File: src/rtl/wm_pkg.sv
// Shared definitions for the washing-machine phase timer: FSM state encoding
// and default phase durations.
package wm_pkg;

   typedef enum logic [2:0] {
      ST_IDLE      = 3'd0,
      ST_WASH_RUN  = 3'd1,
      ST_WASH_DONE = 3'd2,
      ST_SPIN_RUN  = 3'd3,
      ST_SPIN_DONE = 3'd4
   } wm_state_e;

   localparam int DEF_PRESCALE   = 100;
   localparam int DEF_WASH_TICKS = 30;
   localparam int DEF_SPIN_TICKS = 10;
   localparam int DEF_CNT_W      = 16;

endpackage

File: src/rtl/wm_tick_gen.sv
// Prescaler for the phase timer: counts 0..PRESCALE-1 while enabled and
// pulses tick_o for one cycle on the last count.
module wm_tick_gen #(
   parameter int PRESCALE = 100,
   parameter int CNT_W    = 16
) (
   input  logic clk,
   input  logic reset,
   input  logic clear_i,
   input  logic enable_i,
   output logic tick_o
);

   localparam logic [CNT_W-1:0] LAST = CNT_W'(PRESCALE - 1);

   logic [CNT_W-1:0] cnt_q, cnt_d;

   always_comb begin
      cnt_d = cnt_q;
      if (clear_i) begin
         cnt_d = '0;
      end else if (enable_i) begin
         cnt_d = (cnt_q == LAST) ? '0 : cnt_q + CNT_W'(1);
      end
   end

   always_ff @(posedge clk or negedge reset) begin
      if (!reset) begin
         cnt_q <= '0;
      end else begin
         cnt_q <= cnt_d;
      end
   end

   assign tick_o = enable_i && (cnt_q == LAST);

endmodule

File: src/rtl/wm_phase_timer.sv
// Phase timer feeding the washing-machine controller's timeout inputs.
// Optional WM_PAUSE_EN adds a 'pause' input that freezes phase timing.
module wm_phase_timer
   import wm_pkg::*;
#(
   parameter int PRESCALE   = DEF_PRESCALE,
   parameter int WASH_TICKS = DEF_WASH_TICKS,
   parameter int SPIN_TICKS = DEF_SPIN_TICKS,
   parameter int CNT_W      = DEF_CNT_W
) (
   input  logic             clk,
   input  logic             reset,
   input  logic             door_lock,
   input  logic             motor_on,
   input  logic             drain_value_on,
   input  logic             soap_wash,
   input  logic             water_wash,
`ifdef WM_PAUSE_EN
   input  logic             pause,
`endif
   output logic             cycle_timeout,
   output logic             spin_timeout,
   output logic [CNT_W-1:0] tick_count,
   output logic             busy
);

   localparam logic [CNT_W-1:0] WASH_LAST = CNT_W'(WASH_TICKS - 1);
   localparam logic [CNT_W-1:0] SPIN_LAST = CNT_W'(SPIN_TICKS - 1);

   wm_state_e        state_q, state_d;
   logic [CNT_W-1:0] count_q, count_d;
   logic             cto_q, sto_q;
   logic [1:0]       phase_q;
   logic             wash_req, spin_req, phase_chg;
   logic             running, hold, tick_en, tick, presc_clr;

`ifdef WM_PAUSE_EN
   assign hold = pause;
`else
   assign hold = 1'b0;
`endif

   assign wash_req  = door_lock & motor_on & ~drain_value_on;
   assign spin_req  = door_lock & motor_on & drain_value_on;
   assign phase_chg = ({soap_wash, water_wash} != phase_q);
   assign running   = (state_q == ST_WASH_RUN) || (state_q == ST_SPIN_RUN);
   assign tick_en   = running & ~hold;

   wm_tick_gen #(
      .PRESCALE (PRESCALE),
      .CNT_W    (CNT_W)
   ) u_tick_gen (
      .clk      (clk),
      .reset    (reset),
      .clear_i  (presc_clr),
      .enable_i (tick_en),
      .tick_o   (tick)
   );

   // Priority: abort/exit, then spin request, then phase change, then tick.
   always_comb begin
      state_d   = state_q;
      count_d   = count_q;
      presc_clr = 1'b0;
      if (!door_lock || !motor_on) begin
         state_d   = ST_IDLE;
         count_d   = '0;
         presc_clr = 1'b1;
      end else begin
         unique case (state_q)
            ST_IDLE: begin
               state_d   = spin_req ? ST_SPIN_RUN : ST_WASH_RUN;
               count_d   = '0;
               presc_clr = 1'b1;
            end
            ST_WASH_RUN, ST_WASH_DONE: begin
               if (spin_req) begin
                  state_d   = ST_SPIN_RUN;
                  count_d   = '0;
                  presc_clr = 1'b1;
               end else if (phase_chg) begin
                  state_d   = ST_WASH_RUN;
                  count_d   = '0;
                  presc_clr = 1'b1;
               end else if ((state_q == ST_WASH_RUN) && tick) begin
                  count_d = count_q + CNT_W'(1);
                  if (count_q == WASH_LAST) state_d = ST_WASH_DONE;
               end
            end
            ST_SPIN_RUN: begin
               if (tick) begin
                  count_d = count_q + CNT_W'(1);
                  if (count_q == SPIN_LAST) state_d = ST_SPIN_DONE;
               end
            end
            ST_SPIN_DONE: begin
               state_d = ST_SPIN_DONE;
            end
            default: begin
               state_d   = ST_IDLE;
               count_d   = '0;
               presc_clr = 1'b1;
            end
         endcase
      end
   end

   // Timeouts are registered copies of "next state is a DONE state", so they
   // rise on the expiry edge and drop on any edge that leaves DONE.
   always_ff @(posedge clk or negedge reset) begin
      if (!reset) begin
         state_q <= ST_IDLE;
         count_q <= '0;
         cto_q   <= 1'b0;
         sto_q   <= 1'b0;
         phase_q <= 2'b00;
      end else begin
         state_q <= state_d;
         count_q <= count_d;
         cto_q   <= (state_d == ST_WASH_DONE);
         sto_q   <= (state_d == ST_SPIN_DONE);
         phase_q <= {soap_wash, water_wash};
      end
   end

   assign cycle_timeout = cto_q;
   assign spin_timeout  = sto_q;
   assign tick_count    = count_q;
   assign busy          = running;

endmodule

File: config.mk
export PLATFORM = sky130hd
export DESIGN_NAME = wm_phase_timer
export DESIGN_NICKNAME = d
export VERILOG_FILES = /design/src/rtl/wm_pkg.sv /design/src/rtl/wm_tick_gen.sv /design/src/rtl/wm_phase_timer.sv
export SDC_FILE = /design/constraint.sdc
export NUM_CORES = 1
export LEC_CHECK = 0
export BUFFER_PORTS_ARGS = -buffer_cell sky130_fd_sc_hd__buf_2
export CORE_MARGIN = 1.5
export CORE_UTILIZATION = 35
export DETAILED_ROUTE_END_ITERATION = 10
export PLACE_DENSITY_LB_ADDON = 0.2
export RECOVER_POWER = 100
export SLEW_MARGIN = 30
export SYNTH_ARGS = -nofsm -noshare
export SYNTH_HDL_FRONTEND = slang
export SYNTH_HIERARCHICAL = 1
export SYNTH_SLANG_ARGS = --single-unit
File: constraint.sdc
create_clock -name clk -period 3.22 [get_ports clk]
set_input_delay 0.805 -clock clk [delete_from_list [all_inputs] [get_ports clk]]
set_output_delay 0.805 -clock clk [all_outputs]
set_load 0.05 [all_outputs]
==> summary.md, run 1 <==
| Metric | Value |
|---|---|
| Library cell with the largest summed area after synthesis | dfrtp_1 |
| I/O Buffers | 25 |
| Met1 track utilization from global routing | 21.2% |
| Max-cap violation count | 1 |
| Root buffer cell | clkbuf_8 |
| Power consumption | 0.000898 W |
| Global-route track usage on met2 | 23.3% |
| Slew Limit Headroom | -44.2% |
| Area share of the largest cell type after synthesis | 42.3% |
| Setup violations, final | 0 |
| Max IR drop VDD | 0.143 mV |
| CTS tree | yes |
| Area after detailed placement | 2500 um^2 |
| Fin. max-slew vios | 40 |
| Count of filler cells inserted in the layout | 642 |
| DRC violation count after routing | 0 |
| Via count of the first global-routing pass | 1780 |
| WL per Instance | 14.8 um |
| Number of warnings printed during yosys synthesis | 6 |
| HPWL after DPL | 3750 um |
| Net Count, Synth | 260 |
| Longest Clk Path Bufs | 2 |
| Core Rows | 29 |
| Clock latency reported for the late side of the worst-skew pair | 0.30 ns |
| Critical path endpoint category | flip-flop |
| Area of the multi-input gates | 1220 um^2 |
| Final setup TNS | 0 ns |
| Routability cong. | 0.828 |
| Number of resized instances in the post-cts repair step | 0 |
| Clock sinks | 39 |
| Layout overhead on the synthesized area | 10.5% |
| Number of synthesized flops with an enable pin | 0 |
| Post-layout minimum cycle time | 2.80 ns |
| Initial Utilization | 36.3% |
| Clock slew at the register clock pins of the worst setup and hold paths | 0.08 ns |
| Transition time at the pin with the least slew margin | 2.16 ns |
| Drt total wl | 5290 um |
| Floorplan die height | 84.1 um |
| Net count, final | 289 |
| Busiest grt layer | met2 |
| Series of cell instances along the critical path | ha_1 > nor4b_1 > nand4_1 > nor2_1 > nor3b_1 > a31oi_1 > a21oi_2 > nor2_2 > a221o_1 |
| Sequential area share after synthesis | 42.3% |
| Clk_skew | 0.00964 ns |
| Commonest register cell after synthesis | dfrtp_1 |
| Via density | 5.62 |
| Wire length of the first global-routing pass | 8660 um |
| Arrival time reported for the critical path endpoint | 2.99 ns |
| Share of post-route cells with drive strength above 1 | 7.14% |
| Number of standard cells after synthesis | 250 |
| Global Route Usage Sum | 15.3% |
| Diode count | 0 |
| Setup repair after global routing missed its margin | no |
| Path category of the worst min-delay check | reg -> reg |
| Floorplan Core Area | 6350 um^2 |
| Highest-delay cell along the critical path | a21oi_2 |
| Grt ovf | 0 |
| Pwr dens | 353 nW/um^2 |
| Most frequent cells in the layout | dfrtp_1 (39), nor2_1 (26), clkbuf_1 (26), nand2_1 (18), nand3_1 (14) |
| Delay of the slowest cell on the worst path | 0.80 ns |
| Leak Pwr | 0.917 nW |
| Initial antenna violation count | 0 |
| Die area | 7080 um^2 |
| Total of hold buffers inserted after clock tree synthesis | 0 |
| Largest net degree at the start of global routing | 40 |
| Req. time, crit path | 3.41 ns |
| Fin. Hold Viols | 0 |
| Syn avg cell area | 9.22 um^2 |
| Setup crit start kind | flip-flop |
| Number of nets still failing antenna checks after routing | 0 |
| Post-route cell area | 2550 um^2 |
| Number of primary I/O pins | 26 |
| Number of CTS-inserted buffers | 5 |
| # Post-CTS Setup Buffers | 0 |
| Dominant cells by area after synthesis | dfrtp_1 (42%), nor2_1 (4.2%), nand4_1 (3.3%) |
| DRT iter0 DRCs | 145 |
| Met3 track utilization from global routing | 3.54% |
| Post-synthesis register bit count | 39 |
| Tcrit/Tclk final | 87.0% |
| First-pass detailed-route iteration total | 4 |
| CP Max Fanout | 27 |
| Crit path kind | reg -> reg |
| Cell area after synthesis | 2300 um^2 |
| Horizontal extent of the die | 84.1 um |
| FF/Latch Area | 976 um^2 |
| Violations in the final reports | max-capacitance violations, max-slew violations |
| Number of levels the H-tree was split into | 2 |
| Status | finished, violations left |
| Vias after detailed routing | 2008 |
| Post-synthesis async set-or-reset flop share | 100% |
| Achievable Freq | 357 MHz |
| Synth cell types | 50 |
| Most common cell after layout, fill and taps aside | dfrtp_1 |
## power breakdown
group	internal, W	leakage [nW]	switching, W	total, W
sequential	0.000492	0.539	0.00000391	0.000496
combinational	0.0000127	0.330	0.0000329	0.0000455
clock	0.000176	0.0484	0.000182	0.000357
## stage by stage
| stage | std cells | hold slack [ns] | setup slack [ns] | util (%) |
|---|---|---|---|---|
| floorplan | 250 | 0.473 | 0.163 | - |
| global placement | 349 | 0.532 | 0.483 | 39.4 |
| detailed placement | 349 | 0.537 | 0.426 | 39.4 |
| CTS | 357 | 0.550 | 0.417 | 40.9 |
| global route | 357 | 0.590 | 0.182 | 40.1 |
| finish | 357 | 0.550 | 0.419 | 40.1 |
## worst max-delay path: cells and delay by family (launching register included)
kind | cells | cell delay, ns
AOI/OAI and AO/OA | 3 | 1.26
adders and majority gates | 1 | 0.25
DFF | 1 | 0.43
and+or+nand+nor | 5 | 0.74
## kinds of logic (layout without fill, tap and decap cells)
family / after synthesis / count (layout) / synth area share (%)
AND/OR/NAND/NOR: 127 / 127 / 30.6
AO/OA/AOI/OAI: 50 / 50 / 15.3
flip-flops: 39 / 39 / 42.3
buffers and inverters: 17 / 47 / 4.07
XOR/XNOR: 13 / 13 / 5.59
adder cells (fa/ha/maj): 3 / 3 / 1.63
multiplexers: 1 / 1 / 0.489
## final timing paths
kind                                      start              endpoint  slack [ns]  cells after the start
setup reg to reg            u_tick_gen/cnt_q[0]         tick_count[3]        0.42                      9
hold reg to reg            u_tick_gen/cnt_q[13]  u_tick_gen/cnt_q[13]        0.55                      1
setup / recovery            u_tick_gen/cnt_q[0]         tick_count[3]        0.42                      9
max in group asynchronous                 reset        tick_count[15]        0.85                      1
hold / removal             u_tick_gen/cnt_q[13]  u_tick_gen/cnt_q[13]        0.55                      1
min in group asynchronous                 reset         tick_count[8]        1.14                      1
## routing by layer
metal	share of wire [%]	wire (um)	vias to the layer above
li1	-	-	993
met1	50	2630	969
met2	46	2410	39
met3	3.4	179	7
met4	1.3	68	0
met5	0	0	-
## sequential cells by signal, summed over array words and instances, names as in the netlist
signal,count
tick_count,16
u_tick_gen/cnt_q,16
state_q,3
phase_q,2
cycle_timeout,1
spin_timeout,1
## area by class of cell
cell class / instances / share of cell area [%]
Clock inverter: 1 / 0.344
Sequential cell: 39 / 38.3
Clock buffer: 7 / 3.39
Inverter: 10 / 1.47
Multi-Input combinational cell: 194 / 48.0
Timing Repair Buffer: 29 / 4.67
Tap cell: 77 / 3.78
## cells in the mapped netlist, types with 4 or more instances
| master | number |
|---|---|
| dfrtp_1 | 39 |
| o21ai_1 | 4 |
| xnor2_1 | 8 |
| nor2_1 | 26 |
| nor4_1 | 10 |
| nor3_1 | 9 |
| nand4_1 | 12 |
| a31oi_1 | 7 |
| or3_1 | 4 |
| nand2_1 | 18 |
| o31ai_1 | 5 |
| inv_1 | 10 |
| nor2b_1 | 4 |
| nand3_1 | 14 |
| o21ai_0 | 6 |
| or4_1 | 5 |
| a21oi_1 | 10 |
| and3_1 | 5 |
(Power assumes the default switching activity.)
==> inputs of run 2 (changes only) <==
--- a/config.mk
+++ b/config.mk
@@ -6,8 +6,11 @@
 export NUM_CORES = 1
 export LEC_CHECK = 0
 export BUFFER_PORTS_ARGS = -buffer_cell sky130_fd_sc_hd__buf_2
+export CELL_PAD_IN_SITES_DETAIL_PLACEMENT = 1
+export CELL_PAD_IN_SITES_GLOBAL_PLACEMENT = 2
 export CORE_MARGIN = 1.5
 export CORE_UTILIZATION = 35
+export CTS_CLUSTER_DIAMETER = 40
 export DETAILED_ROUTE_END_ITERATION = 10
 export PLACE_DENSITY_LB_ADDON = 0.2
 export RECOVER_POWER = 100
==> summary.md, run 2 (same netlist as run 1, synthesis figures left out) <==
| Metric | Value |
|---|---|
| Number of primary I/O pins | 26 |
| Final setup TNS | 0 ns |
| Req. time, crit path | 3.44 ns |
| Net count, final | 292 |
| Post-route cell area | 2560 um^2 |
| # Post-CTS Setup Buffers | 0 |
| Number of levels the H-tree was split into | 2 |
| Drt total wl | 5950 um |
| CTS tree | yes |
| Setup violations, final | 0 |
| Post-layout minimum cycle time | 2.80 ns |
| Arrival time reported for the critical path endpoint | 3.02 ns |
| Routability cong. | 0.878 |
| Most common cell after layout, fill and taps aside | dfrtp_1 |
| Max IR drop VDD | 0.180 mV |
| Horizontal extent of the die | 84.1 um |
| Wire length of the first global-routing pass | 10100 um |
| First-pass detailed-route iteration total | 4 |
| HPWL after DPL | 4360 um |
| Clock latency reported for the late side of the worst-skew pair | 0.29 ns |
| DRC violation count after routing | 0 |
| Longest Clk Path Bufs | 2 |
| Path category of the worst min-delay check | reg -> reg |
| Most frequent cells in the layout | dfrtp_1 (39), nor2_1 (27), clkbuf_1 (23), nand2_1 (18), nand3_1 (14) |
| Global Route Usage Sum | 17.8% |
| Vias after detailed routing | 2017 |
| Floorplan die height | 84.1 um |
| Critical path endpoint category | flip-flop |
| Via count of the first global-routing pass | 1978 |
| Fin. Hold Viols | 0 |
| Initial antenna violation count | 0 |
| Pwr dens | 339 nW/um^2 |
| Core Rows | 29 |
| Clock slew at the register clock pins of the worst setup and hold paths | 0.08 ns |
| Max-cap violation count | 1 |
| Clk_skew | 0.00362 ns |
| Violations in the final reports | max-capacitance violations, max-slew violations |
| Number of nets still failing antenna checks after routing | 0 |
| Grt ovf | 0 |
| Setup repair after global routing missed its margin | no |
| Initial Utilization | 36.3% |
| Diode count | 0 |
| CP Max Fanout | 14 |
| Via density | 5.60 |
| Number of CTS-inserted buffers | 5 |
| Achievable Freq | 358 MHz |
| Clock sinks | 39 |
| I/O Buffers | 25 |
| Area after detailed placement | 2520 um^2 |
| Leak Pwr | 0.936 nW |
| Floorplan Core Area | 6350 um^2 |
| DRT iter0 DRCs | 65 |
| WL per Instance | 16.5 um |
| Root buffer cell | clkbuf_8 |
| Share of post-route cells with drive strength above 1 | 8.83% |
| Tcrit/Tclk final | 86.8% |
| Setup crit start kind | flip-flop |
| Slew Limit Headroom | -43.0% |
| Number of resized instances in the post-cts repair step | 0 |
| Transition time at the pin with the least slew margin | 2.15 ns |
| Status | finished, violations left |
| Total of hold buffers inserted after clock tree synthesis | 0 |
| Layout overhead on the synthesized area | 11.2% |
| Largest net degree at the start of global routing | 40 |
| Fin. max-slew vios | 40 |
| Crit path kind | reg -> reg |
| Die area | 7080 um^2 |
-- run 2: worst max-delay path, cell delays in order (launching register included) --
cell	delay (ns)
dfrtp_1	0.43
ha_1	0.24
nor4b_1	0.26
nand4_1	0.17
nor2_1	0.18
and3b_1	0.19
a31oi_1	0.18
a21oi_2	0.19
buf_4	0.23
or4_1	0.50
a21oi_1	0.15
-- run 2: final timing paths --
path	depth (start not counted)	to	slack (ns)	start
max	10	tick_count[11]	0.42	u_tick_gen/cnt_q[0]
min	1	u_tick_gen/cnt_q[12]	0.55	u_tick_gen/cnt_q[12]
max reg2reg	10	tick_count[11]	0.42	u_tick_gen/cnt_q[0]
min reg2reg	1	u_tick_gen/cnt_q[12]	0.55	u_tick_gen/cnt_q[12]
max in group asynchronous	1	u_tick_gen/cnt_q[2]	0.87	reset
min in group asynchronous	1	tick_count[10]	1.13	reset
-- run 2: stage by stage --
stage / utilization [%] / worst slack (ns) / hold WS (ns) / total power (W) / instances
final: 40.4 / 0.425 / 0.548 / 0.000870 / 360
after detailed placement: 39.7 / 0.434 / 0.534 / 0.000556 / 352
after global placement: 39.7 / 0.484 / 0.537 / 0.000557 / 352
after CTS: 41.0 / 0.405 / 0.546 / 0.000896 / 360
after global routing: 40.4 / 0.170 / 0.579 / 0.000911 / 360
after floorplan: - / 0.163 / 0.473 / 0.000530 / 250
-- run 2: cell type report --
| class | count | area, um^2 |
|---|---|---|
| sequential | 39 | 976 |
| fill | 751 | 3790 |
| tap | 77 | 96.3 |
| timing repair buffer | 32 | 144 |
| clock inverter | 3 | 15.0 |
| multi-input combinational | 194 | 1220 |
| inverter | 10 | 37.5 |
| clock buffer | 5 | 68.8 |
-- run 2: routing by layer --
| metal | track usage [%] | vias to the layer above | wire (um) |
|---|---|---|---|
| met3 | 3.24 | 8 | 147 |
| li1 | - | 998 | - |
| met5 | 0 | - | 0 |
| met4 | 5.96 | 0 | 102 |
| met2 | 28.4 | 28 | 2810 |
| met1 | 24.5 | 983 | 2900 |
-- run 2: power by group --
| part | total, W | internal, W | switching [W] |
|---|---|---|---|
| Sequential | 0.000494 | 0.000492 | 0.00000199 |
| Clock | 0.000327 | 0.000148 | 0.000178 |
| Combinational | 0.0000494 | 0.0000133 | 0.0000361 |
